### config.mk
export PLATFORM = sky130hd
export DESIGN_NAME = pipe_gen
export DESIGN_NICKNAME = d
export VERILOG_FILES = /design/src/rtl/pipe_gen.sv
export SDC_FILE = /design/constraint.sdc
export NUM_CORES = 1
export LEC_CHECK = 0
export BUFFER_PORTS_ARGS = -buffer_cell sky130_fd_sc_hd__clkbuf_2
export CORE_MARGIN = 8
export CORE_UTILIZATION = 44
export CTS_CLUSTER_DIAMETER = 40
export DETAILED_ROUTE_END_ITERATION = 8
export PLACE_DENSITY = 0.66
export SYNTH_ARGS = -nofsm -noshare
export SYNTH_HDL_FRONTEND = slang
export SYNTH_SLANG_ARGS = --single-unit
### constraint.sdc
create_clock -name clk -period 2.92 [get_ports clk]
set_clock_uncertainty 0.15 [all_clocks]
set_input_delay 0.292 -clock clk [delete_from_list [all_inputs] [get_ports clk]]
set_output_delay 0.292 -clock clk [all_outputs]
set_load 0.005 [all_outputs]
### src/rtl/pipe_gen.sv
// pipe_gen -- scrolling pipe generator for a side-scrolling bird game.
//
// Moves one pipe leftwards by SPEED pixels per frame tick. When the pipe
// goes off the left edge, it respawns at the right edge with a
// pseudo-random gap height. The block also counts the pipes that pass
// the bird column and freezes when a collision is reported.
//
// Ports:
//   clk          single clock
//   reset        synchronous, active-low reset
//   frame_tick   one-cycle pulse per video frame
//   start        starts a game from IDLE; returns to IDLE from DEAD
//   collision    level from the collision checker (only used in RUN)
//   pipe_x       pipe centre column
//   pipe_y       gap centre row
//   pipe_passed  one-cycle pulse when the pipe crosses the bird column
//   score        pipes passed in this game, saturating at 255
//   game_over    high while in DEAD
module pipe_gen #(
    parameter int unsigned WIDTH       = 10,
    parameter int unsigned HEIGHT      = 10,
    parameter int unsigned SCREEN_W    = 640,
    parameter int unsigned SCREEN_H    = 480,
    parameter int unsigned PIPE_WIDTH  = 30,
    parameter int unsigned PIPE_HEIGHT = 100,
    parameter int unsigned SPEED       = 2,
    parameter int unsigned BIRD_X      = 200,
    parameter logic [9:0]  LFSR_SEED   = 10'h1A5
) (
    input  logic              clk,
    input  logic              reset,
    input  logic              frame_tick,
    input  logic              start,
    input  logic              collision,
    output logic [WIDTH-1:0]  pipe_x,
    output logic [HEIGHT-1:0] pipe_y,
    output logic              pipe_passed,
    output logic [7:0]        score,
    output logic              game_over
);

    localparam logic [WIDTH-1:0]  SPAWN_X = WIDTH'(SCREEN_W + PIPE_WIDTH);
    localparam logic [WIDTH-1:0]  MIN_X   = WIDTH'(PIPE_WIDTH + SPEED);
    localparam logic [WIDTH-1:0]  SPEED_W = WIDTH'(SPEED);
    localparam logic [WIDTH-1:0]  BIRD_XW = WIDTH'(BIRD_X);
    localparam logic [HEIGHT-1:0] MID_Y   = HEIGHT'(SCREEN_H / 2);
    localparam logic [HEIGHT-1:0] GAP_MIN = HEIGHT'(PIPE_HEIGHT);

    typedef enum logic [1:0] {
        S_IDLE = 2'd0,
        S_RUN  = 2'd1,
        S_DEAD = 2'd2
    } state_t;

    state_t            state_q;
    logic [WIDTH-1:0]  pipe_x_q;
    logic [HEIGHT-1:0] pipe_y_q;
    logic [7:0]        score_q;
    logic              passed_q;
    logic              game_over_q;
    logic [9:0]        lfsr_q;

    logic [9:0]        lfsr_d;
    logic [WIDTH-1:0]  x_dec_d;
    logic [HEIGHT-1:0] respawn_y_d;

    // Fibonacci LFSR for x^10 + x^7 + 1: taps on bits 9 and 6.
    always_comb begin
        lfsr_d      = {lfsr_q[8:0], lfsr_q[9] ^ lfsr_q[6]};
        // Only consumed when pipe_x_q >= MIN_X, so this never wraps in use.
        x_dec_d     = pipe_x_q - SPEED_W;
        respawn_y_d = GAP_MIN + HEIGHT'(lfsr_q[7:0]);
    end

    always_ff @(posedge clk) begin
        if (!reset) begin
            state_q     <= S_IDLE;
            pipe_x_q    <= SPAWN_X;
            pipe_y_q    <= MID_Y;
            score_q     <= '0;
            passed_q    <= 1'b0;
            game_over_q <= 1'b0;
            lfsr_q      <= LFSR_SEED;
        end else begin
            lfsr_q   <= lfsr_d;
            passed_q <= 1'b0;
            unique case (state_q)
                S_IDLE: begin
                    if (start) begin
                        state_q <= S_RUN;
                    end
                end
                S_RUN: begin
                    // Collision outranks a same-cycle tick: nothing moves.
                    if (collision) begin
                        state_q     <= S_DEAD;
                        game_over_q <= 1'b1;
                    end else if (frame_tick) begin
                        if (pipe_x_q >= MIN_X) begin
                            pipe_x_q <= x_dec_d;
                            if ((pipe_x_q >= BIRD_XW) && (x_dec_d < BIRD_XW)) begin
                                passed_q <= 1'b1;
                                if (score_q != '1) begin
                                    score_q <= score_q + 8'd1;
                                end
                            end
                        end else begin
                            pipe_x_q <= SPAWN_X;
                            pipe_y_q <= respawn_y_d;
                        end
                    end
                end
                S_DEAD: begin
                    if (start) begin
                        state_q     <= S_IDLE;
                        pipe_x_q    <= SPAWN_X;
                        pipe_y_q    <= MID_Y;
                        score_q     <= '0;
                        game_over_q <= 1'b0;
                    end
                end
                default: begin
                    state_q <= S_IDLE;
                end
            endcase
        end
    end

    assign pipe_x      = pipe_x_q;
    assign pipe_y      = pipe_y_q;
    assign pipe_passed = passed_q;
    assign score       = score_q;
    assign game_over   = game_over_q;

endmodule

==> reports/qor.csv, run 1 <==
metric;value;unit
status;complete, no violations;
start_kind;flop;
endpoint_kind;flop;
netlist_area;1900;um2
syn-mean-instance-area;8.58;um2
fillers;442;
finalHoldViolCount;0;
worstMarginPinSlew;617;ps
critPathCapture;score[7];
slew_viol_final;0;
cts_tree;done;
synth.distinct_cells;52;
fin_nets;256;
arrival;2500;ps
grt_max_degree;37;
die_width;81.7;um
power.total;1.07;mW
grt_usage;12.8;%
cts-resized-gates;0;
h-tree-depth;2;
holdBufCountCts;0;
rsz0062_at_grt;no;
crit_slowest_cell;or4_1;
critPathMaxFanout;14;
power_density;494;nW/um2
die_h;81.7;um
coreArea;4260;um2
postCtsSetupRepairBufs;0;
rr_worst_depth;6;
slew_headroom;58.9;%
final_util;50.6;%
wl;4070;um
ys.flop_type;dfxtp_1;
die_area;6670;um2
final_layout_size_suffix_gt1_share;19.7;%
area_growth;13.7;%
required;2990;ps
yosysSeqAreaShare;42.2;%
hpwl;2880;um
ant_nets;0;
reg2reg_to;score[7];
syn_inst;221;
crit_buf_inv;0;
max_clock_freq;412;MHz
boundaryPins;35;
path_depth;6;
drt_pass1_iterations;4;
synthArstFlopShare;0;%
max_stage_delay;530;ps
cts.sinks;40;
path_cells;or3_4, o211a_1, o22ai_2, nand3_2, or4_1, a21oi_1;
grt_pass1_vias;1397;
drt_iter0_drc;163;
grt_antenna_before_repair;0;
crit_start;pipe_x[3];
critPathKind;flop to flop;
cts_buffers;5;
final.setup.tns;0;ps
synth_edf_count;0;
fp-row-count;24;
maxCapViolations;0;
yosys_warnings;0;
num_vias;1610;
r2r_start;pipe_x[3];
min-delay-path-class;input pin to flop;
grt.overflow.total;0;
grt_pass1_wl;6800;um
antenna_cells;0;
wl_per_cell;13.5;um
clk-insertion-delay-late;290;ps
clockRootBuffer;clkbuf_8;
cts_buffer_depth;2;
peakVddDrop;0.294;mV
initial_core_util;44.5;%
post-route-period-util;83.1;%
drc_errors;0;
port-buffer-count;32;
leakage;0.879;nW
setup_viol;0;
critPathTopFamily;simple AND/OR/NAND/NOR gates;
place_congestion;0.800;
ys_ff_latch;40;
min_period;2430;ps
path_clk_slew;80;ps
r2r_slack;490;ps
viasPerCell;5.35;
[sequential cells by signal, indices dropped and copies added (netlist names)]
name / flops
pipe_passed: 1
game_over: 1
lfsr_q: 10
pipe_x: 9
pipe_y: 9
state_q: 2
score: 8
[layout make-up]
| cell class | count | area (um2) | area share [%] |
|---|---|---|---|
| multi-input combinational | 160 | 986 | 45.7 |
| clock inverter | 2 | 35.0 | 1.62 |
| clock buffer | 6 | 72.6 | 3.36 |
| tap | 52 | 65.1 | 3.02 |
| sequential | 40 | 801 | 37.1 |
| timing repair buffer | 33 | 168 | 7.77 |
| inverter | 8 | 30.0 | 1.39 |
[per-layer routing]
metal	track usage (%)	share of wire, %
met1	16.9	48
met2	18.5	44
met3	4.92	6.1
met4	4.74	0.93
met5	0	0
[power breakdown]
group / total (mW) / switching [mW] / internal [mW] / leakage [nW]
combinational: 0.0551 / 0.0319 / 0.0232 / 0.497
clock: 0.442 / 0.188 / 0.254 / 0.0552
sequential: 0.569 / 0.0108 / 0.558 / 0.326
total: 1.07 / 0.231 / 0.835 / 0.879
[cell families after synthesis]
group,count (synthesis),synth area share [%]
compound gates,51,16.8
simple gates,96,29.0
flops,40,42.2
other cells,1,0.198
fa+ha+maj,3,1.98
buf+inv,22,6.00
xor+xnor,7,3.23
mux,1,0.528
[Yosys cell counts, drive strengths merged, types with 2 or more instances]
master / n / share of area [%]
dfxtp: 40 / 42
nand2: 22 / 4.4
o21ai: 21 / 5.5
a21oi: 12 / 3.2
nor2: 12 / 2.4
nand3: 11 / 3.2
inv: 8 / 1.6
and2: 7 / 2.3
buf: 7 / 3.0
clkbuf: 7 / 1.4
nor3: 7 / 2.1
or3: 7 / 2.6
a21boi: 5 / 2.0
nor2b: 5 / 1.6
and3: 4 / 1.3
nor3b: 4 / 1.6
xnor2: 4 / 1.8
ha: 3 / 2.0
nand2b: 3 / 0.99
nor4: 3 / 1.8
xor2: 3 / 1.4
a31oi: 2 / 0.66
nand4: 2 / 0.66
o22ai: 2 / 0.99
o31ai: 2 / 0.79
or4: 2 / 0.79
[placed cells by master, fill, tap and decap left out, types with 2 or more instances in the layout]
master and n:
nor2b_1 5, a21boi_1 4, ha_1 3, and2_1 7, a31oi_1 2, dfxtp_1 40
or3_1 6, nand2_1 22, nor4_1 2, nor3b_1 4, conb_1 2, nand2b_1 3
o21ai_0 7, and3_1 4, clkbuf_8 5, nand4_1 2, clkbuf_2 32, nor3_1 6
or4_1 2, inv_1 8, nor2_1 12, xor2_1 3, o21ai_1 14, nand3_1 10
a21oi_1 12, xnor2_1 4, o31ai_1 2
[through the flow]
| step | hold slack, ps | setup WS, ps | std cells | instance area (um2) |
|---|---|---|---|---|
| after floorplan | 242 | 699 | 222 | 1900 |
| after global placement | 268 | 536 | 293 | 2050 |
| after detailed placement | 269 | 527 | 293 | 2050 |
| after CTS | 217 | 496 | 301 | 2160 |
| after global routing | 238 | 315 | 301 | 2160 |
| final | 227 | 495 | 301 | 2160 |
[worst reg2reg max path: stages, from the launching register on]
cell and delay, ps:
dfxtp_1 410, or3_4 470, o211a_1 230, o22ai_2 180, nand3_2 250, or4_1 530, a21oi_1 140
[worst min-delay path by stage]
stage	startpoint	to	depth (start not counted)
after global routing	start	state_q[0]	3
final	start	state_q[0]	3
after floorplan	lfsr_q[1]	lfsr_q[2]	2
after CTS	start	state_q[0]	3
after global placement	lfsr_q[1]	lfsr_q[2]	2
after detailed placement	lfsr_q[1]	lfsr_q[2]	2
(Power assumes the default switching activity.)
==> run 2, diff against run 1 <==
--- a/config.mk
+++ b/config.mk
@@ -5,12 +5,13 @@
 export SDC_FILE = /design/constraint.sdc
 export NUM_CORES = 1
 export LEC_CHECK = 0
+export ABC_AREA = 1
 export BUFFER_PORTS_ARGS = -buffer_cell sky130_fd_sc_hd__clkbuf_2
 export CORE_MARGIN = 8
 export CORE_UTILIZATION = 44
 export CTS_CLUSTER_DIAMETER = 40
 export DETAILED_ROUTE_END_ITERATION = 8
-export PLACE_DENSITY = 0.66
+export PLACE_DENSITY = 0.68
 export SYNTH_ARGS = -nofsm -noshare
 export SYNTH_HDL_FRONTEND = slang
 export SYNTH_SLANG_ARGS = --single-unit
==> constraint.sdc (replaced) <==
create_clock -name clk -period 2.1 [get_ports clk]
set_clock_uncertainty 0.15 [all_clocks]
set_input_delay 0.21 -clock clk [delete_from_list [all_inputs] [get_ports clk]]
set_output_delay 0.21 -clock clk [all_outputs]
set_load 0.005 [all_outputs]
==> reports/qor.csv, run 2 <==
metric;value;unit;change
status;complete, no violations;;
holdBufCountCts;0;;unchanged
hpwl;3350;um;+16%
cts_buffer_depth;2;;unchanged
yosysSeqAreaShare;41.5;%;-0.71 points
min_period;1930;ps;-497 ps
min-delay-path-class;input pin to flop;;
area_growth;19.5;%;
top_register;lfsr_q;;
die_area;6760;um2;+1.4%
yosys_warnings;0;;unchanged
fillers;439;;-0.68%
critPathKind;flop to flop;;
final_util;53.7;%;+3.1 points
netlist_area;1930;um2;+1.7%
synth_area_leader_cell;dfxtp_1;;
r2r_start;pipe_x[1];;
cts.sinks;40;;unchanged
yosysMostFrequentCell;nand2_1;;
grt_pass1_wl;7350;um;+8.0%
die_h;82.2;um;+0.69%
synth_top_area_share;41.5;%;-0.71 points
largest_register_ffs;10;;unchanged
reg2reg_to;score[2];;
syn-mean-instance-area;6.97;um2;-19%
leakage;1.12;nW;+28%
grt_antenna_before_repair;0;;unchanged
r2r_slack;170;ps;-320 ps
drt_pass1_iterations;4;;unchanged
viasPerCell;4.98;;-6.9%
die_width;82.2;um;+0.69%
cts_tree;done;;
cts_buffers;5;;unchanged
synth.distinct_cells;29;;-44%
grt_usage;13.9;%;+1.1 points
met1_usage;16.0;%;-0.92 points
peakVddDrop;0.377;mV;+28%
required;2180;ps;-810 ps
initial_core_util;44.9;%;+0.45 points
clk-insertion-delay-late;290;ps;about the same
finalHoldViolCount;0;;unchanged
cts-resized-gates;0;;unchanged
netlist_top_cells_count;74 x nand2_1, 40 x dfxtp_1, 31 x nand3_1;;
port-buffer-count;32;;unchanged
grt_pass1_vias;1662;;+19%
drc_errors;0;;unchanged
fp-row-count;24;;unchanged
grt_util_met3;3.79;%;-1.1 points
slew_viol_final;0;;unchanged
num_vias;1843;;+14%
max_clock_freq;519;MHz;+26%
yosys-top-cells-area;dfxtp_1 42%, nand2_1 14%, nand3_1 8.0%;;
crit_start;pipe_x[1];;
synth_edf_count;0;;unchanged
setup_viol;0;;unchanged
final_cell_mix;72 x nand2_1, 39 x dfxtp_1, 32 x clkbuf_2;;
fin_nets;325;;+27%
arrival;2010;ps;-490 ps
antenna_cells;0;;unchanged
wl_per_cell;11.8;um;-13%
place_congestion;0.937;;+17%
grt.overflow.total;0;;unchanged
maxCapViolations;0;;unchanged
synthArstFlopShare;0;%;unchanged
rr_worst_depth;13;;+7
gr-usage-met2;23.8;%;+5.3 points
syn_inst;277;;+25%
final_layout_size_suffix_gt1_share;22.3;%;+2.6 points
boundaryPins;35;;unchanged
start_kind;flop;;
top_usage_layer;met2;;
h-tree-depth;2;;unchanged
post-route-period-util;91.8;%;+8.7 points
wl;4360;um;+7.1%
coreArea;4290;um2;+0.70%
critPathMaxFanout;7;;-7
path_clk_slew;80;ps;about the same
postCtsSetupRepairBufs;0;;unchanged
ant_nets;0;;unchanged
grt_max_degree;20;;-46%
clockRootBuffer;clkbuf_8;;
critPathCapture;score[2];;
drt_iter0_drc;122;;-25%
endpoint_kind;flop;;
power_density;698;nW/um2;+41%
ys_ff_latch;40;;unchanged
final_common_cell;nand2_1;;
ys.flop_type;dfxtp_1;;
power.total;1.61;mW;+51%
## run 2: cell families (layout without fill, tap and decap cells)
logic type	Yosys count	count (layout)	share of synthesized area, %
buffers and inverters	42	82	9.14
DFF	40	40	41.5
AOI/OAI and AO/OA	36	36	10.2
and+or+nand+nor	149	149	34.3
adders and majority gates	3	3	1.95
other	1	2	0.194
xor gates and xnor gates	6	6	2.72
## run 2: cell type report
cell class	instances	area, um2	share of cell area [%]
repair buffers	40	220	9.55
multi-input cells	196	970	42.1
inverters	34	128	5.53
clock buffers	6	82.6	3.58
well taps	52	65.1	2.82
flip-flops and latches	40	802	34.8
clock inverters	2	38.8	1.68
## run 2: report_power, final
part | leakage (nW) | internal (mW) | switching, mW | total [mW]
logic | 0.734 | 0.0567 | 0.0895 | 0.146
clock network | 0.0614 | 0.389 | 0.277 | 0.665
registers | 0.326 | 0.783 | 0.0156 | 0.798
## run 2: per-stage QoR
stage	TNS (ps)	cell area, um2	setup slack (ps)	hold WS (ps)	std cells
after floorplan	0	1930	281	193	278
after global placement	0	2170	111	256	362
after detailed placement	0	2170	61.4	267	362
after CTS	0	2290	38.7	32.1	370
after global routing	-28.4	2310	-18.9	60.0	370
final	0	2310	172	42.6	370
## run 2: worst max-delay path: stages, from the launching register on
cell     delay, ps
dfxtp_2        340
inv_2           60
ha_1           160
nand2_1        100
nor2_2         160
nand2_1         70
nand2_1         80
nand3_1         80
nor2_2         130
nand3_1        100
nand2_2         90
buf_4          150
nand3_1         80
a21oi_1        140
## run 2: how the worst min path moves through the flow
stage / startpoint / endpoint / slack (ps) / depth (start not counted)
CTS: start / state_q[0] / 30 / 3
global route: frame_tick / pipe_passed / 60 / 3
global placement: lfsr_q[8] / lfsr_q[9] / 260 / 2
finish: start / state_q[0] / 40 / 3
detailed placement: lfsr_q[8] / lfsr_q[9] / 270 / 2
floorplan: frame_tick / pipe_passed / 190 / 2
## run 2: per-layer routing
metal	vias up	routed length (um)
met2	41	2160
met5	-	0
met3	7	296
met4	0	61
met1	837	1850
li1	958	-
